**config.mk**
```make
export PLATFORM = sky130hd
export DESIGN_NAME = cache_port_arbiter
export DESIGN_NICKNAME = d
export VERILOG_FILES = /design/src/rtl/cache_arb_pkg.sv /design/src/rtl/cache_arb_slot.sv /design/src/rtl/cache_port_arbiter.sv
export SDC_FILE = /design/constraint.sdc
export NUM_CORES = 1
export LEC_CHECK = 0
export ABC_CLOCK_PERIOD_IN_PS = 15300
export BUFFER_PORTS_ARGS = -buffer_cell sky130_fd_sc_hd__buf_2
export CAP_MARGIN = 5
export CORE_MARGIN = 1
export CORE_UTILIZATION = 57
export CTS_BUF_LIST = sky130_fd_sc_hd__clkbuf_4 sky130_fd_sc_hd__clkbuf_8
export DETAILED_ROUTE_END_ITERATION = 7
export PLACE_DENSITY_LB_ADDON = 0.12
export SLEW_MARGIN = 20
export SYNTH_ARGS = -nofsm -noshare
export SYNTH_HDL_FRONTEND = slang
export SYNTH_SLANG_ARGS = --single-unit
```
**constraint.sdc**
```tcl
create_clock -name clk -period 15.3 [get_ports clk]
set_input_delay 3.06 -clock clk [delete_from_list [all_inputs] [get_ports clk]]
set_output_delay 3.06 -clock clk [all_outputs]
set_load 0.01 [all_outputs]
```
**src/rtl/cache_arb_pkg.sv**
```systemverilog
// Shared types and default widths for the two-port cache arbiter.
package cache_arb_pkg;

  localparam int unsigned ADDR_W   = 27;
  localparam int unsigned DATA_W   = 32;
  localparam int unsigned TAG_W    = 13;
  localparam int unsigned INDEX_W  = 10;
  localparam int unsigned OFFSET_W = 4;

  typedef enum logic {
    OP_RD = 1'b0,
    OP_WR = 1'b1
  } op_t;

  typedef enum logic {
    S_IDLE = 1'b0,
    S_WAIT = 1'b1
  } state_t;

  typedef struct packed {
    logic                pending;
    op_t                 op;
    logic [ADDR_W-1:0]   addr;
    logic [DATA_W-1:0]   data;
  } slot_t;

endpackage

```
**src/rtl/cache_arb_slot.sv**
```systemverilog
// One requester's pending slot: captures a request pulse when idle,
// drops pulses while busy, and prefers the write when both enables fire.
module cache_arb_slot
  import cache_arb_pkg::*;
#(
  parameter int unsigned ADDR_W = cache_arb_pkg::ADDR_W,
  parameter int unsigned DATA_W = cache_arb_pkg::DATA_W
) (
  input  logic              clk,
  input  logic              rst,
  input  logic              rd_en,
  input  logic              wr_en,
  input  logic [ADDR_W-1:0] rd_addr,
  input  logic [ADDR_W-1:0] wr_addr,
  input  logic [DATA_W-1:0] wr_data,
  input  logic              in_flight,
  input  logic              clear,
  output logic              pending,
  output op_t               op,
  output logic [ADDR_W-1:0] addr,
  output logic [DATA_W-1:0] data,
  output logic              busy
);

  assign busy = pending | in_flight;

  // Capture a new request only while the slot is free; clear on completion.
  always_ff @(posedge clk or posedge rst) begin
    if (rst) begin
      pending <= 1'b0;
      op      <= OP_RD;
      addr    <= '0;
      data    <= '0;
    end else if (clear) begin
      pending <= 1'b0;
    end else if (!busy && wr_en) begin
      pending <= 1'b1;
      op      <= OP_WR;
      addr    <= wr_addr;
      data    <= wr_data;
    end else if (!busy && rd_en) begin
      pending <= 1'b1;
      op      <= OP_RD;
      addr    <= rd_addr;
    end
  end

endmodule

```
**src/rtl/cache_port_arbiter.sv**
```systemverilog
// Two-requester arbiter for the single cache core port.
// Build option: CACHE_ARB_RR_EN selects round-robin arbitration; when
// undefined requester 0 has fixed priority.
module cache_port_arbiter
  import cache_arb_pkg::*;
#(
  parameter int unsigned ADDR_W = cache_arb_pkg::ADDR_W,
  parameter int unsigned DATA_W = cache_arb_pkg::DATA_W
) (
  input  logic              clk,
  input  logic              rst,
  input  logic              rq0_rd_en,
  input  logic              rq0_wr_en,
  input  logic [ADDR_W-1:0] rq0_rd_addr,
  input  logic [ADDR_W-1:0] rq0_wr_addr,
  input  logic [DATA_W-1:0] rq0_wr_data,
  output logic              rq0_rd_fin,
  output logic              rq0_wr_fin,
  output logic [DATA_W-1:0] rq0_rd_data,
  output logic              rq0_busy,
  input  logic              rq1_rd_en,
  input  logic              rq1_wr_en,
  input  logic [ADDR_W-1:0] rq1_rd_addr,
  input  logic [ADDR_W-1:0] rq1_wr_addr,
  input  logic [DATA_W-1:0] rq1_wr_data,
  output logic              rq1_rd_fin,
  output logic              rq1_wr_fin,
  output logic [DATA_W-1:0] rq1_rd_data,
  output logic              rq1_busy,
  output logic              core2cache_rd_en,
  output logic              core2cache_wr_en,
  output logic [ADDR_W-1:0] core2cache_rd_addr,
  output logic [ADDR_W-1:0] core2cache_wr_addr,
  output logic [DATA_W-1:0] core2cache_wr_data,
  input  logic              cache2core_rd_fin,
  input  logic              cache2core_wr_fin,
  input  logic [DATA_W-1:0] cache2core_rd_data
);

  state_t            state;
  logic              grant;
  op_t               grant_op;
  logic              last_grant;

  logic              pend0, pend1;
  op_t               op0, op1;
  logic [ADDR_W-1:0] addr0, addr1;
  logic [DATA_W-1:0] data0, data1;

  logic              win;
  op_t               win_op;
  logic [ADDR_W-1:0] win_addr;
  logic [DATA_W-1:0] win_data;
  logic              fin_ok;

  cache_arb_slot #(.ADDR_W(ADDR_W), .DATA_W(DATA_W)) u_slot0 (
    .clk       (clk),
    .rst       (rst),
    .rd_en     (rq0_rd_en),
    .wr_en     (rq0_wr_en),
    .rd_addr   (rq0_rd_addr),
    .wr_addr   (rq0_wr_addr),
    .wr_data   (rq0_wr_data),
    .in_flight (state == S_WAIT && grant == 1'b0),
    .clear     (fin_ok && grant == 1'b0),
    .pending   (pend0),
    .op        (op0),
    .addr      (addr0),
    .data      (data0),
    .busy      (rq0_busy)
  );

  cache_arb_slot #(.ADDR_W(ADDR_W), .DATA_W(DATA_W)) u_slot1 (
    .clk       (clk),
    .rst       (rst),
    .rd_en     (rq1_rd_en),
    .wr_en     (rq1_wr_en),
    .rd_addr   (rq1_rd_addr),
    .wr_addr   (rq1_wr_addr),
    .wr_data   (rq1_wr_data),
    .in_flight (state == S_WAIT && grant == 1'b1),
    .clear     (fin_ok && grant == 1'b1),
    .pending   (pend1),
    .op        (op1),
    .addr      (addr1),
    .data      (data1),
    .busy      (rq1_busy)
  );

  // Winner selection, grant mux and acceptance of the matching cache fin.
  always_comb begin
    win = 1'b0;
`ifdef CACHE_ARB_RR_EN
    if (pend0 && pend1) win = ~last_grant;
    else                win = pend1 & ~pend0;
`else
    // With nothing pending the winner is irrelevant; last_grant is just a
    // stable default there.
    if (pend0)      win = 1'b0;
    else if (pend1) win = 1'b1;
    else            win = last_grant;
`endif
    win_op   = win ? op1   : op0;
    win_addr = win ? addr1 : addr0;
    win_data = win ? data1 : data0;
    fin_ok   = (state == S_WAIT) &&
               ((grant_op == OP_WR) ? cache2core_wr_fin : cache2core_rd_fin);
  end

  // Issue/wait FSM with registered cache-side pulses and return demux.
  always_ff @(posedge clk or posedge rst) begin
    if (rst) begin
      state              <= S_IDLE;
      grant              <= 1'b0;
      grant_op           <= OP_RD;
      last_grant         <= 1'b1;
      core2cache_rd_en   <= 1'b0;
      core2cache_wr_en   <= 1'b0;
      core2cache_rd_addr <= '0;
      core2cache_wr_addr <= '0;
      core2cache_wr_data <= '0;
      rq0_rd_fin         <= 1'b0;
      rq0_wr_fin         <= 1'b0;
      rq1_rd_fin         <= 1'b0;
      rq1_wr_fin         <= 1'b0;
      rq0_rd_data        <= '0;
      rq1_rd_data        <= '0;
    end else begin
      core2cache_rd_en <= 1'b0;
      core2cache_wr_en <= 1'b0;
      rq0_rd_fin       <= 1'b0;
      rq0_wr_fin       <= 1'b0;
      rq1_rd_fin       <= 1'b0;
      rq1_wr_fin       <= 1'b0;
      unique case (state)
        S_IDLE: begin
          if (pend0 || pend1) begin
            grant      <= win;
            last_grant <= win;
            grant_op   <= win_op;
            if (win_op == OP_WR) begin
              core2cache_wr_en   <= 1'b1;
              core2cache_wr_addr <= win_addr;
              core2cache_wr_data <= win_data;
            end else begin
              core2cache_rd_en   <= 1'b1;
              core2cache_rd_addr <= win_addr;
            end
            state <= S_WAIT;
          end
        end
        S_WAIT: begin
          if (fin_ok) begin
            state <= S_IDLE;
            if (grant) begin
              if (grant_op == OP_WR) begin
                rq1_wr_fin <= 1'b1;
              end else begin
                rq1_rd_fin  <= 1'b1;
                rq1_rd_data <= cache2core_rd_data;
              end
            end else begin
              if (grant_op == OP_WR) begin
                rq0_wr_fin <= 1'b1;
              end else begin
                rq0_rd_fin  <= 1'b1;
                rq0_rd_data <= cache2core_rd_data;
              end
            end
          end
        end
        default: state <= S_IDLE;
      endcase
    end
  end

endmodule
```
==> results by group <==
Worst setup path
  – Critical Path RT: 15730 ps
  – Arrival @ worst endpoint: 5550 ps
  – Nature of the critical path endpoint: flop
  – Worst path buffer plus inverter count: 3
  – CP delay by family, top: buffers and inverters
  – CP Launch Type: input port
  – Crit-path max FO: 59
  – Crit-path cells: buf_2 > inv_1 > nor3_4 > buf_4 > mux2_2
  – Setup CP Type: in2reg
  – Slowest CP cell: buf_4
  – Max incr delay on CP: 630 ps

Detailed routing
  – DRC viols: 0
  – Iter 0 DRT Violations: 337
  – Vias per cell: 5.67
  – Mean routed wirelength per cell: 20.5 um
  – DRT Wirelength: 30.5 mm
  – Routed Antenna Nets: 0
  – Via count: 8421
  – DRT Pass-1 Iters: 4

Yosys
  – Ys async rst share: 1.00
  – Post-synth top area cell: dfrtp_1
  – Post-synthesis net count: 1017
  – Post-Syn Instances: 805
  – Post-synthesis simple-gate area fraction: 0.0313
  – Synth warn: 0
  – Synth top area cells: dfrtp_1 (59%), mux2_2 (25%), a221o_1 (2.2%)
  – Post-Syn Area: 12000 um^2
  – Largest family of logic cells by synthesized area: multiplexers
  – Netlist cell types: 39
  – Most used DFF post-synth: dfrtp_1
  – Complex-gate fraction of the synthesized area: 0.0891
  – Avg Inst Size Synth: 14.8 um^2
  – Post-synth top area share: 0.588
  – Synth Register Bits: 282
  – Synth Area in Adders: 0
  – Sequential area share after synthesis: 0.591
  – XOR/XNOR share of the synthesized area: 0
  – EDFF count, synth: 0
  – Mux cell area share after synthesis: 0.260

Clocking
  – Hold-fix buffers, CTS: 0
  – CTS root buf: clkbuf_8
  – Cts repair resizes: 0
  – Clock buffer depth: 3
  – TritonCTS Buffers: 47
  – H-Tree Depth: 2
  – Number of clock sinks: 282
  – CTS clk-pin slew, worst paths: 60 ps
  – Post-CTS setup buffer count: 0
  – CTS tree: built
  – Clk Latency, worst-skew pair: 570 ps

Power
  – LEAKAGE: 7.16 nW
  – Clock network fraction of total power: 0.202
  – Internal power: 0.00219 W
  – Peak VDD IR: 0.000111 V
  – Part of the power in registers: 0.407
  – Sw Share: 0.329
  – P_sw: 0.00108 W
  – Combinational fraction of design power: 0.391
  – Pwr dens: 219 nW/um^2

Die
  – Core ar.: 20400 um^2
  – # IOs: 370
  – Full die area: 21600 um^2
  – Die Width: 147 um
  – FP Rows: 52
  – Initial Util: 0.587
  – Chip height: 147 um

Placed design
  – Placer congestion estimate: 0.834
  – DP HPWL: 20.6 mm
  – Dpl ws: 9630 ps
  – Count of input and output buffers: 369

Timing
  – Worst Slack Setup Final: 10180 ps
  – Fin crit period: 5120 ps
  – Setup TNS: 0 ps
  – Rel. slew slack: 0.322
  – Worst hold slack: 485 ps
  – Final Hold Fails: 0
  – Tightest Pin Transition: 1020 ps
  – Setup Skew: 23.4 ps
  – RSZ-0062 raised after global routing: false
  – Final setup vio count: 0
  – Maximum clock frequency: 0.195 GHz
  – Fin crit share: 0.335
  – Max-slew violation count: 0

Global route
  – GRT Total Usage: 0.287
  – Initial antenna violation count: 11
  – Vias in the first global route: 8737
  – Total global routing overflow: 0
  – Wire length of the first global-routing pass: 48.0 mm
  – Largest net degree at the start of global routing: 157

Final layout
  – Synth-to-Final Area Change: 24.9%
  – Share of layout cells above drive strength 1: 0.618
  – Post-layout nets: 1385

Run
  – Max_cap viols: 0

Status
  – Outcome: completed

Hold path
  – HP Class: reg2reg
==> cells in the mapped netlist (all sizes together), types with 6 or more instances <==
cell,number
a21oi,6
nand2,7
a221o,26
clkbuf,20
o2bb2ai,27
a41o,26
dfrtp,281
a22oi,27
nor2,8
inv,7
mux2,273
buf,43
nor3b,26
==> routing by layer <==
layer / vias to the layer above / track usage / routed length [um]
li1: 3780 / - / -
met1: 4233 / 0.370 / 12300
met4: 2 / 0.128 / 1160
met2: 335 / 0.464 / 14800
met5: - / 0 / 17
met3: 71 / 0.0665 / 2210
==> worst register-to-register path, cell delays in order, from the launching register on <==
cell	delay (ps)
dfrtp_1	560
nand3b_1	300
a21oi_4	350
buf_4	690
mux2_2	490
==> power groups by stage <==
stage          registers [W]  logic [W]  clock network, W
2_1_floorplan        0.00139   0.000785                 0
3_3_place_gp         0.00132    0.00125                 0
3_5_place_dp         0.00134    0.00129                 0
4_1_cts              0.00133    0.00129          0.000673
5_1_grt              0.00138    0.00137          0.000710
6_report             0.00133    0.00128          0.000659
==> registers in the layout, indices dropped and copies added (netlist names) <==
name	count
rq1_rd_data	32
u_slot0.op	1
u_slot1.addr	27
u_slot1.op	1
u_slot1.pending	1
state	1
u_slot0.pending	1
last_grant	1
rq0_wr_fin	1
core2cache_wr_en	1
core2cache_wr_data	32
grant	1
u_slot1.data	32
rq1_wr_fin	1
core2cache_rd_en	1
grant_op	1
u_slot0.data	32
rq0_rd_data	32
rq0_rd_fin	1
rq1_rd_fin	1
u_slot0.addr	27
core2cache_rd_addr	27
core2cache_wr_addr	27
==> stage by stage <==
step / power, W / utilization / cells / instance area [um^2]
after detailed placement: 0.00262 / 0.685 / 1394 / 14000
after global placement: 0.00257 / 0.685 / 1394 / 14000
final: 0.00327 / 0.733 / 1484 / 14900
after floorplan: 0.00218 / - / 805 / 12000
after global routing: 0.00346 / 0.733 / 1482 / 14900
after CTS: 0.00329 / 0.731 / 1475 / 14900
==> final cells by class <==
| cell class | instances | area, um^2 |
|---|---|---|
| flip-flops and latches | 282 | 7060 |
| fillers | 1431 | 5440 |
| multi-input cells | 453 | 4590 |
| repair buffers | 382 | 1940 |
| clock buffers | 76 | 902 |
| well taps | 270 | 338 |
| inverters | 7 | 38.8 |
| clock inverters | 5 | 31.3 |
| diodes | 9 | 22.5 |
==> cells in the final DEF (no fill, tap or decap), types with 7 or more instances in the layout <==
cell       instances
clkbuf_4          23
mux2_4            10
clkbuf_8          53
o2bb2ai_1         27
buf_4             13
a41o_1            26
dfrtp_1          281
a221o_1           26
a22oi_1           27
buf_2            369
nor2_1             7
mux2_2           262
diode_2            9
nor3b_1           26
nand2_1            7
==> kinds of logic (layout without fill, tap and decap cells) <==
logic type	Yosys count	in the layout
AND/OR/NAND/NOR	60	60
AO/OA/AOI/OAI	120	120
flip-flops	282	282
buffers and inverters	70	470
other	0	9
multiplexers	273	273
==> path summary, 6_finish.rpt <==
path | depth (start not counted) | from | slack [ps] | end
setup / recovery | 5 | rq0_wr_en | 10180 | u_slot0.data[31]
hold / removal | 1 | core2cache_wr_data[10] | 480 | core2cache_wr_data[10]
setup reg to reg | 4 | u_slot0.pending | 12800 | core2cache_wr_addr[0]
hold reg to reg | 1 | core2cache_wr_data[10] | 480 | core2cache_wr_data[10]
max in group asynchronous | 3 | rst | 11140 | rq0_rd_data[22]
min in group asynchronous | 2 | rst | 2660 | rq0_rd_data[13]
No activity file was read; power rests on OpenSTA's default activity.
